**config.mk**
```make
export PLATFORM = sky130hd
export DESIGN_NAME = fifo_gen2
export DESIGN_NICKNAME = d
export VERILOG_FILES = /design/src/rtl/fifo_gen2.sv
export SDC_FILE = /design/constraint.sdc
export NUM_CORES = 1
export LEC_CHECK = 0
export ABC_AREA = 1
export BUFFER_PORTS_ARGS = -buffer_cell sky130_fd_sc_hd__buf_2
export CAP_MARGIN = 15
export CORE_MARGIN = 4
export CORE_UTILIZATION = 45
export DETAILED_ROUTE_END_ITERATION = 16
export MAX_ROUTING_LAYER = met4
export PLACE_DENSITY_LB_ADDON = 0.3
export SLEW_MARGIN = 20
export SYNTH_ARGS = -nofsm -noshare
export SYNTH_HDL_FRONTEND = slang
export SYNTH_SLANG_ARGS = --single-unit
```
**constraint.sdc**
```tcl
create_clock -name clk -period 3.2 [get_ports clk]
set_input_delay 0 -clock clk [delete_from_list [all_inputs] [get_ports clk]]
set_output_delay 0 -clock clk [all_outputs]
set_load 0.01 [all_outputs]
```
**src/rtl/fifo_gen2.sv**
```systemverilog
// fifo_gen2: single-clock FIFO with threshold flags, a RUN/PAUSE flow-control FSM and an error flag.
// Define FIFO_STICKY_ERR_EN to make fifo_error sticky until err_clear; otherwise it pulses for one cycle.
module fifo_gen2 #(
  parameter int DATA_SIZE = 12,
  parameter int ADDR_SIZE = 3
) (
  input  logic                 clk,
  input  logic                 reset_L,
  input  logic                 write,
  input  logic [DATA_SIZE-1:0] data_in,
  input  logic                 read,
  input  logic [ADDR_SIZE:0]   th_almost_full,
  input  logic [ADDR_SIZE:0]   th_almost_empty,
  input  logic                 err_clear,
  output logic [DATA_SIZE-1:0] data_out,
  output logic                 data_valid,
  output logic [ADDR_SIZE:0]   count,
  output logic                 fifo_empty,
  output logic                 fifo_full,
  output logic                 almost_empty,
  output logic                 almost_full,
  output logic                 fifo_pause,
  output logic                 fifo_error
);

  localparam int DEPTH    = 1 << ADDR_SIZE;
  localparam int CNT_SIZE = ADDR_SIZE + 1;

  typedef enum logic {
    RUN   = 1'b0,
    PAUSE = 1'b1
  } pause_state_t;

  logic [DATA_SIZE-1:0] mem_reg [DEPTH];

  logic [ADDR_SIZE-1:0] wr_ptr_reg;
  logic [ADDR_SIZE-1:0] wr_ptr_next;
  logic [ADDR_SIZE-1:0] rd_ptr_reg;
  logic [ADDR_SIZE-1:0] rd_ptr_next;
  logic [CNT_SIZE-1:0]  count_reg;
  logic [CNT_SIZE-1:0]  count_next;
  logic [DATA_SIZE-1:0] data_out_reg;
  logic                 data_valid_reg;
  logic                 error_reg;
  logic                 error_next;
  pause_state_t         state_reg;
  pause_state_t         state_next;

  logic empty_flag;
  logic full_flag;
  logic wr_en;
  logic rd_en;
  logic wr_reject;
  logic rd_reject;
  logic rejected;

  // Status flags come straight from the registered count so they never glitch on request inputs.
  assign empty_flag = (count_reg == '0);
  assign full_flag  = (count_reg == CNT_SIZE'(DEPTH));

  // A full FIFO still takes a write when a read frees a slot on the same edge.
  assign wr_en     = write && (!full_flag || read);
  assign rd_en     = read && !empty_flag;
  assign wr_reject = write && full_flag && !read;
  assign rd_reject = read && empty_flag && !write;
  assign rejected  = wr_reject || rd_reject;

  always_comb begin
    wr_ptr_next = wr_ptr_reg;
    rd_ptr_next = rd_ptr_reg;
    count_next  = count_reg;
    if (wr_en) begin
      wr_ptr_next = wr_ptr_reg + ADDR_SIZE'(1);
    end
    if (rd_en) begin
      rd_ptr_next = rd_ptr_reg + ADDR_SIZE'(1);
    end
    case ({wr_en, rd_en})
      2'b10:   count_next = count_reg + CNT_SIZE'(1);
      2'b01:   count_next = count_reg - CNT_SIZE'(1);
      default: count_next = count_reg;
    endcase
  end

  // Pause decisions look ahead at next-state count; the set condition takes priority.
  always_comb begin
    state_next = state_reg;
    if (count_next >= th_almost_full) begin
      state_next = PAUSE;
    end else if (count_next <= th_almost_empty) begin
      state_next = RUN;
    end
  end

`ifdef FIFO_STICKY_ERR_EN
  always_comb begin
    error_next = error_reg;
    if (rejected) begin
      error_next = 1'b1;
    end else if (err_clear) begin
      error_next = 1'b0;
    end
  end
`else
  logic unused_err_clear;
  assign unused_err_clear = err_clear;
  assign error_next       = rejected;
`endif

  // Storage has no reset so it maps onto block RAM; stale words are unreachable after reset.
  always_ff @(posedge clk) begin
    if (reset_L && wr_en) begin
      mem_reg[wr_ptr_reg] <= data_in;
    end
  end

  always_ff @(posedge clk) begin
    if (!reset_L) begin
      wr_ptr_reg     <= '0;
      rd_ptr_reg     <= '0;
      count_reg      <= '0;
      data_out_reg   <= '0;
      data_valid_reg <= 1'b0;
      error_reg      <= 1'b0;
      state_reg      <= RUN;
    end else begin
      wr_ptr_reg     <= wr_ptr_next;
      rd_ptr_reg     <= rd_ptr_next;
      count_reg      <= count_next;
      data_valid_reg <= rd_en;
      error_reg      <= error_next;
      state_reg      <= state_next;
      if (rd_en) begin
        data_out_reg <= mem_reg[rd_ptr_reg];
      end
    end
  end

  assign data_out     = data_out_reg;
  assign data_valid   = data_valid_reg;
  assign count        = count_reg;
  assign fifo_empty   = empty_flag;
  assign fifo_full    = full_flag;
  assign almost_full  = (count_reg >= th_almost_full);
  assign almost_empty = !empty_flag && (count_reg <= th_almost_empty);
  assign fifo_pause   = (state_reg == PAUSE);
  assign fifo_error   = error_reg;

endmodule

```
==> results of run 1 <==
==> layer usage <==
layer	part of all wire [%]	GRT usage, %	vias to the layer above
met5	0	-	-
met4	1.9	8.29	0
met3	7.3	5.47	22
met2	47	29.0	129
met1	44	25.5	1734
li1	-	-	1760
==> cells in the mapped netlist, drive strengths merged <==
cell type | n | area share [%]
nand3b | 1 | 0.15
ha | 20 | 4.9
inv | 28 | 2.0
clkbuf | 12 | 0.88
a21oi | 28 | 2.9
nor4 | 1 | 0.24
nand2 | 42 | 3.6
and2 | 1 | 0.12
dfxtp | 25 | 9.7
buf | 7 | 0.78
clkinv | 2 | 0.17
nand4 | 6 | 0.73
o211ai | 13 | 1.9
nand3 | 6 | 0.88
xor2 | 3 | 0.66
o221ai | 12 | 2.0
edfxtp | 96 | 56
nor3 | 1 | 0.097
a21boi | 1 | 0.15
nor3b | 1 | 0.24
o22ai | 12 | 1.5
o21ai | 58 | 5.7
nor2 | 63 | 4.7
==> worst min-delay path: stages <==
cell and delay, ps:
sky130_fd_sc_hd__buf_2 100, sky130_fd_sc_hd__ha_1 130, sky130_fd_sc_hd__nand4_1 80, sky130_fd_sc_hd__nand3b_1 90, sky130_fd_sc_hd__a21oi_1 50
==> power breakdown <==
part / switching (mW) / internal (mW)
clock: 0.653 / 1.52
sequential: 0.105 / 1.82
combinational: 1.04 / 0.597
==> worst max-delay path by stage <==
stage	to	slack (ps)	cells past startpoint	startpoint
detailed placement	fifo_pause$_SDFFE_PN0P_	540	14	count[2]$_SDFF_PN0_
finish	fifo_pause$_SDFFE_PN0P_	530	14	count[3]$_SDFF_PN0_
floorplan	fifo_pause$_SDFFE_PN0P_	670	14	count[3]$_SDFF_PN0_
global placement	fifo_pause$_SDFFE_PN0P_	620	14	count[2]$_SDFF_PN0_
CTS	fifo_pause$_SDFFE_PN0P_	520	14	count[2]$_SDFF_PN0_
global route	fifo_pause$_SDFFE_PN0P_	250	14	count[3]$_SDFF_PN0_
==> final cells by class <==
cell class	count	area share, %
clock inverter	11	3.36
timing repair buffer	77	7.80
tap	140	2.73
sequential	121	52.8
inverter	30	1.78
multi-input combinational	269	24.2
clock buffer	21	7.34
==> cell families (layout without fill, tap and decap cells) <==
group | Yosys count | count (layout)
AO/OA/AOI/OAI | 124 | 124
AND/OR/NAND/NOR | 122 | 122
flip-flops | 121 | 121
buffers and inverters | 49 | 139
adder cells (fa/ha/maj) | 20 | 20
XOR/XNOR | 3 | 3
==> per-stage QoR <==
step	worst slack [ps]	hold WS, ps	power, mW	std cells	cell area [um2]
final	531	108	5.74	669	6410
after global routing	245	126	6.08	669	6410
after CTS	518	94.9	5.77	669	6410
after detailed placement	540	281	3.57	622	5580
after global placement	619	268	3.51	622	5580
after floorplan	668	98.9	3.07	439	5140
==> timing repair <==
item	in CTS	in global routing
resized for setup	0	0
endpoints found under the hold margin	101	0
hold buffers	15	0
setup buffers	0	0
==> impl_metrics.py, run 1 <==
metrics = {
    "worst_setup_path": {
        "cells_along_the_critical_path": "inv_1 > nor4_2 > nand2_1 > nand2_2 > ha_1 > inv_1 > nor2_1 > a21oi_2 > ha_1 > a21oi_1 > o21ai_0 > a21oi_1 > nand3b_1 > a21oi_1",
        "critPathArrivalTime_ps": 2960,
        "crit_path_end_kind": "flop",
        "cp_data_required_time_ps": 3490,
        "critical_path_peak_fanout": 7,
        "regToRegStartpoint": "count[3]$_SDFF_PN0_",
        "crit_path_frequent_cell": "sky130_fd_sc_hd__a21oi_1",
        "critPathMaxStageDelay_ps": 510,
        "critPathLaunchType": "flop",
        "path_buf_inv": 2,
        "critPathSlowestCell": "sky130_fd_sc_hd__dfxtp_1",
        "r2r-end": "fifo_pause$_SDFFE_PN0P_",
        "ff2ff_path_depth": 14,
        "worst-setup-path-type": "flop to flop",
        "timing.reg2reg.setup_slack_ps": 530,
        "crit_family": "simple AND/OR/NAND/NOR gates",
    },
    "timing": {
        "fin_setup_tns_ps": 0,
        "final_max_slew_viol_count": 0,
        "f_max_ghz": 0.375,
        "layout_min_cycle_time_ps": 2670,
        "setup-violations-final": 0,
        "transition_time_at_the_pin_with_the_least_slew_margin_ps": 923,
        "final_min_period_over_clock_period_pct": 83.4,
        "relSlewSlack_pct": 38.4,
        "skew_ps": 10.1,
        "final-hold-violation-count": 0,
        "unrepaired_setup_endpoints_after_global_routing": "false",
    },
    "placed_design": {
        "dp.final_hpwl_um": 7170,
        "buffer_ports.inserted": 46,
        "gp_routability_congestion": 0.855,
    },
    "grt": {
        "grt.overflow.total": 0,
        "grt_antenna_before_repair": 0,
        "grt_pass1_vias": 3617,
        "grt.total_usage_pct": 19.6,
        "global_route_wire_length_before_repair_um": 19000,
        "grt_max_degree": 51,
    },
    "final_layout": {
        "final_stage_net_count": 561,
        "largest_register_ff_count": 96,
        "final_core_utilization_pct": 58.4,
        "layout_filler_cell_count": 874,
        "synthToLayoutAreaGrowth_pct": 24.8,
        "antenna-diode-count": 0,
        "multi_input_comb_area_um2": 1560,
        "mostFrequentLayoutCell": "sky130_fd_sc_hd__edfxtp_1",
        "area.sequential_um2": 3380,
        "final_layout_size_suffix_gt1_share_pct": 21.0,
        "most-common-layout-cells": "96 x sky130_fd_sc_hd__edfxtp_1, 62 x sky130_fd_sc_hd__nor2_1, 54 x sky130_fd_sc_hd__o21ai_0, 46 x sky130_fd_sc_hd__buf_2, 36 x sky130_fd_sc_hd__nand2_1",
    },
    "detailed_routing": {
        "drc": 0,
        "route.detailed.vias_per_inst": 5.45,
        "vias": 3645,
        "drt.antenna.violating_nets": 0,
        "detailedRoute.firstPassIterationCount": 5,
        "post_drt_wl_per_cell_um": 17.7,
        "route.final.wire_length_um": 11800,
        "dr.first_iter.drc_count": 323,
    },
    "power": {
        "power_density_nw_per_um2": 895,
        "max-vdd-ir-drop_v": 0.000578,
        "p_leak_nw": 2.47,
    },
    "clocking": {
        "ctsHtreeMaxLevel": 4,
        "clk_transition_reported_paths_ps": 50,
        "cts_root_buffer": "sky130_fd_sc_hd__clkbuf_16",
        "cts-buffers-inserted": 17,
        "clock_insertion_delay_worst_skew_ps": 410,
        "numClockSinks": 121,
        "clock_tree_from_tritoncts": "done",
        "cts-root-to-sink-buffers": 2,
    },
    "synth": {
        "synth_compound_area_share_pct": 14.1,
        "synth-xor-area-share_pct": 0.658,
        "yosys.area_share.adder_pct": 4.87,
        "syn_area_um2": 5140,
        "synth.net_count": 484,
        "synthDistinctLibCells": 33,
        "yosys_register_bits": 121,
        "postSynthCellCount": 439,
        "yosysSeqAreaShare_pct": 65.9,
        "syn_avg_cell_area_um2": 11.7,
        "synth.area.mux_share_pct": 0,
        "synthesis.yosys.warnings": 0,
        "post_synth_and_or_nand_nor_area_fraction_pct": 10.7,
        "synth_top_family_by_area": "compound AO/OA/AOI/OAI gates",
    },
    "die": {
        "die_area_um2": 13200,
        "die_height_um": 115,
        "die_w_um": 115,
        "std_cell_rows": 38,
        "core-area_um2": 11000,
        "floorplan.io_pins": 48,
        "floorplan.initialDensity_pct": 46.8,
    },
    "min_path": {
        "timing.hold.worst_endpoint": "fifo_pause$_SDFFE_PN0P_",
        "hp-class": "input port to flop",
        "min_delay_path_depth": 5,
        "worst_hold_startpoint": "th_almost_empty[0]",
    },
    "run_status": {
        "status": "finished, final reports clean",
    },
    "flow_run": {
        "maxCapViolations": 0,
    },
}
Power figures use the tool's default switching activity.
==> run 2: changes to the inputs <==
==> constraint.sdc (replaced) <==
create_clock -name clk -period 2.45 [get_ports clk]
set_input_delay 0 -clock clk [delete_from_list [all_inputs] [get_ports clk]]
set_output_delay 0 -clock clk [all_outputs]
set_load 0.01 [all_outputs]
==> run 2 against run 1 <==
Net effect:
- the flow now finishes with violations (setup timing)
- register-to-register slack worse by 550 ps
- first-iteration DRC count decreased by 15%
- maximum frequency increased by 8.0%
- non-clock buffer count grew 18
- routed wire length grew 2.1%
- count of clock-buffer cells in the layout grew 1
- worst hold slack worse by 9.0 ps
- sequential share of layout area fell by 0.45 points
- critical endpoint unchanged
- largest power group is now sequential cells
- highest routed layer unchanged
==> impl_metrics.py, run 2 (same netlist as run 1, synthesis figures left out) <==
metrics = {
    "run_status": {
        "status": "finished, violations left",
        "failed_checks": "setup timing",
    },
    "flow_run": {
        "maxCapViolations": 0,
    },
    "detailed_routing": {
        "drc": 0,
        "detailedRoute.firstPassIterationCount": 5,
        "vias": 3763,
        "post_drt_wl_per_cell_um": 17.6,
        "dr.first_iter.drc_count": 275,
        "route.detailed.vias_per_inst": 5.48,
        "route.final.wire_length_um": 12100,
        "drt.antenna.violating_nets": 0,
    },
    "die": {
        "floorplan.io_pins": 48,
        "die_area_um2": 13200,
        "core-area_um2": 11000,
        "die_w_um": 115,
        "floorplan.initialDensity_pct": 46.8,
        "std_cell_rows": 38,
        "die_height_um": 115,
    },
    "final_layout": {
        "mostFrequentLayoutCell": "sky130_fd_sc_hd__edfxtp_1",
        "synthToLayoutAreaGrowth_pct": 26.5,
        "stdcell_area_um2": 6500,
        "most-common-layout-cells": "96 x sky130_fd_sc_hd__edfxtp_1, 61 x sky130_fd_sc_hd__nor2_1, 52 x sky130_fd_sc_hd__o21ai_0, 46 x sky130_fd_sc_hd__buf_2, 36 x sky130_fd_sc_hd__nand2_1",
        "layout_filler_cell_count": 856,
        "final_cells": 687,
        "antenna-diode-count": 0,
        "largest_register_ff_count": 96,
        "final_stage_net_count": 579,
        "final_layout_size_suffix_gt1_share_pct": 24.5,
    },
    "timing": {
        "unrepaired_setup_endpoints_after_global_routing": "true",
        "layout_min_cycle_time_ps": 2470,
        "final-hold-violation-count": 0,
        "setup-violations-final": 1,
        "worst_slack_ps": -22.0,
        "f_max_ghz": 0.405,
        "final_min_period_over_clock_period_pct": 101,
        "transition_time_at_the_pin_with_the_least_slew_margin_ps": 496,
        "relSlewSlack_pct": 66.9,
        "skew_ps": 12.0,
        "final_max_slew_viol_count": 0,
    },
    "power": {
        "power_density_nw_per_um2": 1120,
        "max-vdd-ir-drop_v": 0.000722,
        "pwr-share-comb_pct": 32.3,
        "sw_frac_of_total_pct": 33.0,
        "p_sw_mw": 2.40,
        "share_clk_of_total_power_pct": 33.2,
        "p_leak_nw": 2.51,
        "power_report.internal_total_mw": 4.89,
        "sequential_fraction_of_design_power_pct": 34.5,
    },
    "worst_setup_path": {
        "critPathMaxStageDelay_ps": 370,
        "critPathSlowestCell": "sky130_fd_sc_hd__dfxtp_4",
        "worst-setup-path-type": "flop to flop",
        "critical_path_peak_fanout": 6,
        "critPathArrivalTime_ps": 2750,
        "critPathLaunchType": "flop",
        "cp_data_required_time_ps": 2730,
        "timing.reg2reg.setup_slack_ps": -20,
        "cells_along_the_critical_path": "nor4_4 > nand2_1 > nand2_2 > ha_2 > a21oi_2 > xor2_1 > a21oi_2 > ha_1 > a21oi_1 > o21ai_1 > a21oi_1 > nand3b_1 > a21oi_1",
        "crit_path_frequent_cell": "sky130_fd_sc_hd__a21oi_1",
        "crit_path_end_kind": "flop",
    },
    "clocking": {
        "clock_tree_from_tritoncts": "done",
        "cts_root_buffer": "sky130_fd_sc_hd__clkbuf_16",
        "cts-buffers-inserted": 17,
        "ctsHtreeMaxLevel": 4,
        "numClockSinks": 121,
        "clk_transition_reported_paths_ps": 50,
        "clock_insertion_delay_worst_skew_ps": 410,
        "cts-root-to-sink-buffers": 2,
    },
    "placed_design": {
        "buffer_ports.inserted": 46,
        "gp_routability_congestion": 0.881,
        "place_area_um2": 5700,
        "dp.final_hpwl_um": 7530,
        "placedCellCount": 636,
    },
    "grt": {
        "grt_pass1_vias": 3683,
        "grt_antenna_before_repair": 0,
        "grt_max_degree": 50,
        "grt.overflow.total": 0,
        "grt.total_usage_pct": 19.8,
        "global_route_wire_length_before_repair_um": 19300,
    },
    "min_path": {
        "hp-class": "input port to flop",
    },
}
-- run 2: changes by cell type in the layout (fill, tap and decap cells not counted), sizes merged --
| cell | change |
|---|---|
| clkbuf | +1 |
| inv | -1 |
| buf | +18 |
| clkinv | +3 |
| bufinv | -3 |
-- run 2: worst paths after layout --
kind,startpoint,to,cells past startpoint
max,count[1]$_SDFF_PN0_,fifo_pause$_SDFFE_PN0P_,13
min,th_almost_empty[0],fifo_pause$_SDFFE_PN0P_,5
max reg2reg,count[1]$_SDFF_PN0_,fifo_pause$_SDFFE_PN0P_,13
min reg2reg,data_out[1]$_SDFFE_PN0P_,data_out[1]$_SDFFE_PN0P_,2
-- run 2: power groups by stage --
stage          registers (mW)  clock network (mW)  logic, mW
2_1_floorplan            2.60                   0       1.43
3_3_place_gp             2.53                   0       2.15
3_5_place_dp             2.54                   0       2.22
4_1_cts                  2.51                2.45       2.25
5_1_grt                  2.54                2.57       2.63
6_report                 2.52                2.42       2.35
-- run 2: area by class of cell --
class / count / area (um2) / area share [%]
clock buffer: 22 / 444 / 6.84
tap: 140 / 175 / 2.70
timing repair buffer: 95 / 636 / 9.78
multi-input combinational: 269 / 1600 / 24.6
clock inverter: 10 / 130 / 2.00
inverter: 30 / 114 / 1.75
sequential: 121 / 3400 / 52.3
-- run 2: per-layer routing --
layer | part of all wire [%] | track usage [%]
met4 | 0.65 | 6.73
met1 | 44 | 25.7
met5 | 0 | -
met3 | 6.9 | 5.05
met2 | 48 | 30.5
-- run 2: critical path: cells and delay by family (launching register included) --
family	cells	cell delay, ps
xor+xnor	1	170
simple gates	4	590
fa+ha+maj	2	510
compound gates	6	720
flops	1	370
-- run 2: per-stage QoR --
stage / setup TNS [ps] / hold WS (ps) / utilization [%] / total power, mW / worst slack [ps]
5_1_grt: -179 / 113 / 59.2 / 7.74 / -179
6_report: -22.0 / 98.6 / 59.2 / 7.29 / -22.0
4_1_cts: 0 / 81.3 / 58.6 / 7.22 / 14.7
2_1_floorplan: 0 / 98.9 / - / 4.03 / 7.48
3_5_place_dp: -26.6 / 269 / 51.9 / 4.76 / -26.6
3_3_place_gp: 0 / 265 / 51.9 / 4.67 / 71.1
-- run 2: repair_timing --
action / in CTS / in global routing
endpoints found under the hold margin: 101 / 0
setup endpoints to repair: 1 / 1
hold buffers: 15 / 0
setup buffers: 0 / 4
pin swaps: 0 / 7
gates resized for setup: 2 / 11
==> run 3: changes to the inputs <==
--- a/config.mk
+++ b/config.mk
@@ -13,6 +13,7 @@
 export DETAILED_ROUTE_END_ITERATION = 16
 export MAX_ROUTING_LAYER = met4
 export PLACE_DENSITY_LB_ADDON = 0.3
+export RECOVER_POWER = 100
 export SLEW_MARGIN = 20
 export SYNTH_ARGS = -nofsm -noshare
 export SYNTH_HDL_FRONTEND = slang
==> run 3 against run 2 <==
Net effect:
- the flow still finishes with violations (setup timing)
- sequential power about the same
- final area shrank 0.52%
- sequential share of layout area up 0.27 points
- utilization decreased by 0.31 points
- non-clock buffer count unchanged
- maximum frequency shrank 0.40%
- count of clock-buffer cells in the layout is the same
- clock power hardly changed
- setup slack got worse by 9.8 ps
- largest cell class unchanged
==> impl_metrics.py, run 3 (same netlist as run 1, synthesis figures left out) <==
metrics = {
    "final_layout": {
        "final_stage_net_count": 579,
        "final_cells": 687,
        "layout_filler_cell_count": 867,
        "final_layout_size_suffix_gt1_share_pct": 19.6,
        "most-common-layout-cells": "96 x sky130_fd_sc_hd__edfxtp_1, 61 x sky130_fd_sc_hd__nor2_1, 52 x sky130_fd_sc_hd__o21ai_0, 36 x sky130_fd_sc_hd__nand2_1, 34 x sky130_fd_sc_hd__buf_4",
        "antenna-diode-count": 0,
        "synthToLayoutAreaGrowth_pct": 25.8,
        "mostFrequentLayoutCell": "sky130_fd_sc_hd__edfxtp_1",
        "largest_register_ff_count": 96,
    },
    "detailed_routing": {
        "drt.antenna.violating_nets": 0,
        "drc": 0,
        "detailedRoute.firstPassIterationCount": 4,
        "vias": 3747,
        "route.detailed.vias_per_inst": 5.45,
        "dr.first_iter.drc_count": 312,
        "post_drt_wl_per_cell_um": 17.5,
        "route.final.wire_length_um": 12100,
    },
    "min_path": {
        "hp-class": "input port to flop",
        "min_delay_path_depth": 5,
        "timing.hold.worst_endpoint": "fifo_pause$_SDFFE_PN0P_",
        "worst_hold_startpoint": "th_almost_empty[0]",
    },
    "worst_setup_path": {
        "critPathSlowestCell": "sky130_fd_sc_hd__dfxtp_4",
        "critPathLaunchType": "flop",
        "r2r-end": "fifo_pause$_SDFFE_PN0P_",
        "crit_path_end_kind": "flop",
        "ff2ff_path_depth": 13,
        "critPathMaxStageDelay_ps": 370,
        "worst-setup-path-type": "flop to flop",
        "critPathArrivalTime_ps": 2770,
        "timing.reg2reg.setup_slack_ps": -30,
        "cp_data_required_time_ps": 2740,
        "crit_path_frequent_cell": "sky130_fd_sc_hd__a21oi_1",
        "critical_path_peak_fanout": 6,
        "regToRegStartpoint": "count[1]$_SDFF_PN0_",
        "cells_along_the_critical_path": "nor4_4 > nand2_1 > nand2_2 > ha_2 > a21oi_2 > xor2_1 > a21oi_2 > ha_1 > a21oi_1 > o21ai_1 > a21oi_1 > nand3b_1 > a21oi_1",
        "crit_family": "compound AO/OA/AOI/OAI gates",
        "path_buf_inv": 0,
    },
    "clocking": {
        "clock_tree_from_tritoncts": "done",
        "ctsHtreeMaxLevel": 4,
        "cts-root-to-sink-buffers": 2,
        "clk_transition_reported_paths_ps": 50,
        "clock_insertion_delay_worst_skew_ps": 410,
        "numClockSinks": 121,
        "cts_root_buffer": "sky130_fd_sc_hd__clkbuf_16",
        "cts-buffers-inserted": 17,
    },
    "die": {
        "std_cell_rows": 38,
        "die_area_um2": 13200,
        "core-area_um2": 11000,
        "die_w_um": 115,
        "die_height_um": 115,
        "floorplan.io_pins": 48,
        "floorplan.initialDensity_pct": 46.8,
    },
    "timing": {
        "layout_min_cycle_time_ps": 2480,
        "worst_slack_ps": -31.8,
        "unrepaired_setup_endpoints_after_global_routing": "true",
        "f_max_ghz": 0.403,
        "transition_time_at_the_pin_with_the_least_slew_margin_ps": 498,
        "setup-violations-final": 1,
        "final_max_slew_viol_count": 0,
        "final.hold.worst_slack_ps": 95.1,
        "final-hold-violation-count": 0,
        "fin_setup_tns_ps": -31.8,
        "final_min_period_over_clock_period_pct": 101,
        "skew_ps": 15.2,
        "relSlewSlack_pct": 66.8,
    },
    "grt": {
        "global_route_wire_length_before_repair_um": 19300,
        "grt_max_degree": 50,
        "grt_antenna_before_repair": 0,
        "grt.total_usage_pct": 19.8,
        "grt_pass1_vias": 3683,
        "grt.overflow.total": 0,
    },
    "power": {
        "p_leak_nw": 2.42,
        "design_power_total_mw": 7.27,
        "max-vdd-ir-drop_v": 0.000717,
        "power_density_nw_per_um2": 1120,
    },
    "placed_design": {
        "buffer_ports.inserted": 46,
        "dp_worst_setup_slack_ps": -26.6,
        "placedCellCount": 636,
        "dp.final_hpwl_um": 7530,
        "gp_routability_congestion": 0.881,
    },
    "run_status": {
        "status": "finished, violations left",
        "failed_checks": "setup timing",
    },
    "flow_run": {
        "maxCapViolations": 0,
    },
}
==> run 3: what timing repair did <==
item,CTS,global route
hold buffers,15,0
buffers inserted,0,4
hold endpoints to repair,101,0
endpoints found under the setup margin,1,1
pin swaps,0,7
gates resized for setup,2,11
==> run 3: per-stage QoR <==
| stage | instance area, um2 | util, % |
|---|---|---|
| 2_1_floorplan | 5150 | - |
| 3_3_place_gp | 5700 | 51.9 |
| 3_5_place_dp | 5700 | 51.9 |
| 4_1_cts | 6430 | 58.6 |
| 5_1_grt | 6460 | 58.9 |
| 6_report | 6460 | 58.9 |
==> run 3: tightest hold or removal path, stage by stage <==
cell and delay, ps:
sky130_fd_sc_hd__buf_2 100, sky130_fd_sc_hd__ha_1 130, sky130_fd_sc_hd__nand4_1 80, sky130_fd_sc_hd__nand3b_1 90, sky130_fd_sc_hd__a21oi_1 50
==> run 3: cell type report <==
| type | instances | area (um2) | share of cell area [%] |
|---|---|---|---|
| Clock buffer | 22 | 444 | 6.87 |
| Clock inverter | 10 | 130 | 2.01 |
| Tap cell | 140 | 175 | 2.71 |
| Sequential cell | 121 | 3400 | 52.6 |
| Multi-Input combinational cell | 269 | 1600 | 24.8 |
| Inverter | 30 | 114 | 1.76 |
| Timing Repair Buffer | 95 | 602 | 9.31 |
==> run 3: metal layers <==
metal  part of all wire (%)  up-vias  global-route usage (%)
li1                       -     1793                       -
met1                     44     1804                    25.7
met2                     48      136                    30.5
met3                    6.8       14                    5.05
met4                    1.2        0                    6.73
met5                      0        -                       -
==> run 3: how the worst max path moves through the flow <==
stage                                    from                      end  slack [ps]  cells after the start
final                     count[1]$_SDFF_PN0_  fifo_pause$_SDFFE_PN0P_         -30                     13
after global routing      count[1]$_SDFF_PN0_  fifo_pause$_SDFFE_PN0P_        -180                     15
after CTS                 count[0]$_SDFF_PN0_  fifo_pause$_SDFFE_PN0P_          10                     15
after detailed placement  count[0]$_SDFF_PN0_  fifo_pause$_SDFFE_PN0P_         -30                     16
after global placement    count[1]$_SDFF_PN0_  fifo_pause$_SDFFE_PN0P_          70                     16
after floorplan           count[0]$_SDFF_PN0_  fifo_pause$_SDFFE_PN0P_           7                     15
==> run 3: report_power, final <==
part / switching [mW] / leakage [nW] / total, mW / internal (mW)
Combinational: 1.45 / 1.06 / 2.33 / 0.882
Sequential: 0.125 / 1.07 / 2.52 / 2.40
Clock: 0.830 / 0.279 / 2.42 / 1.59
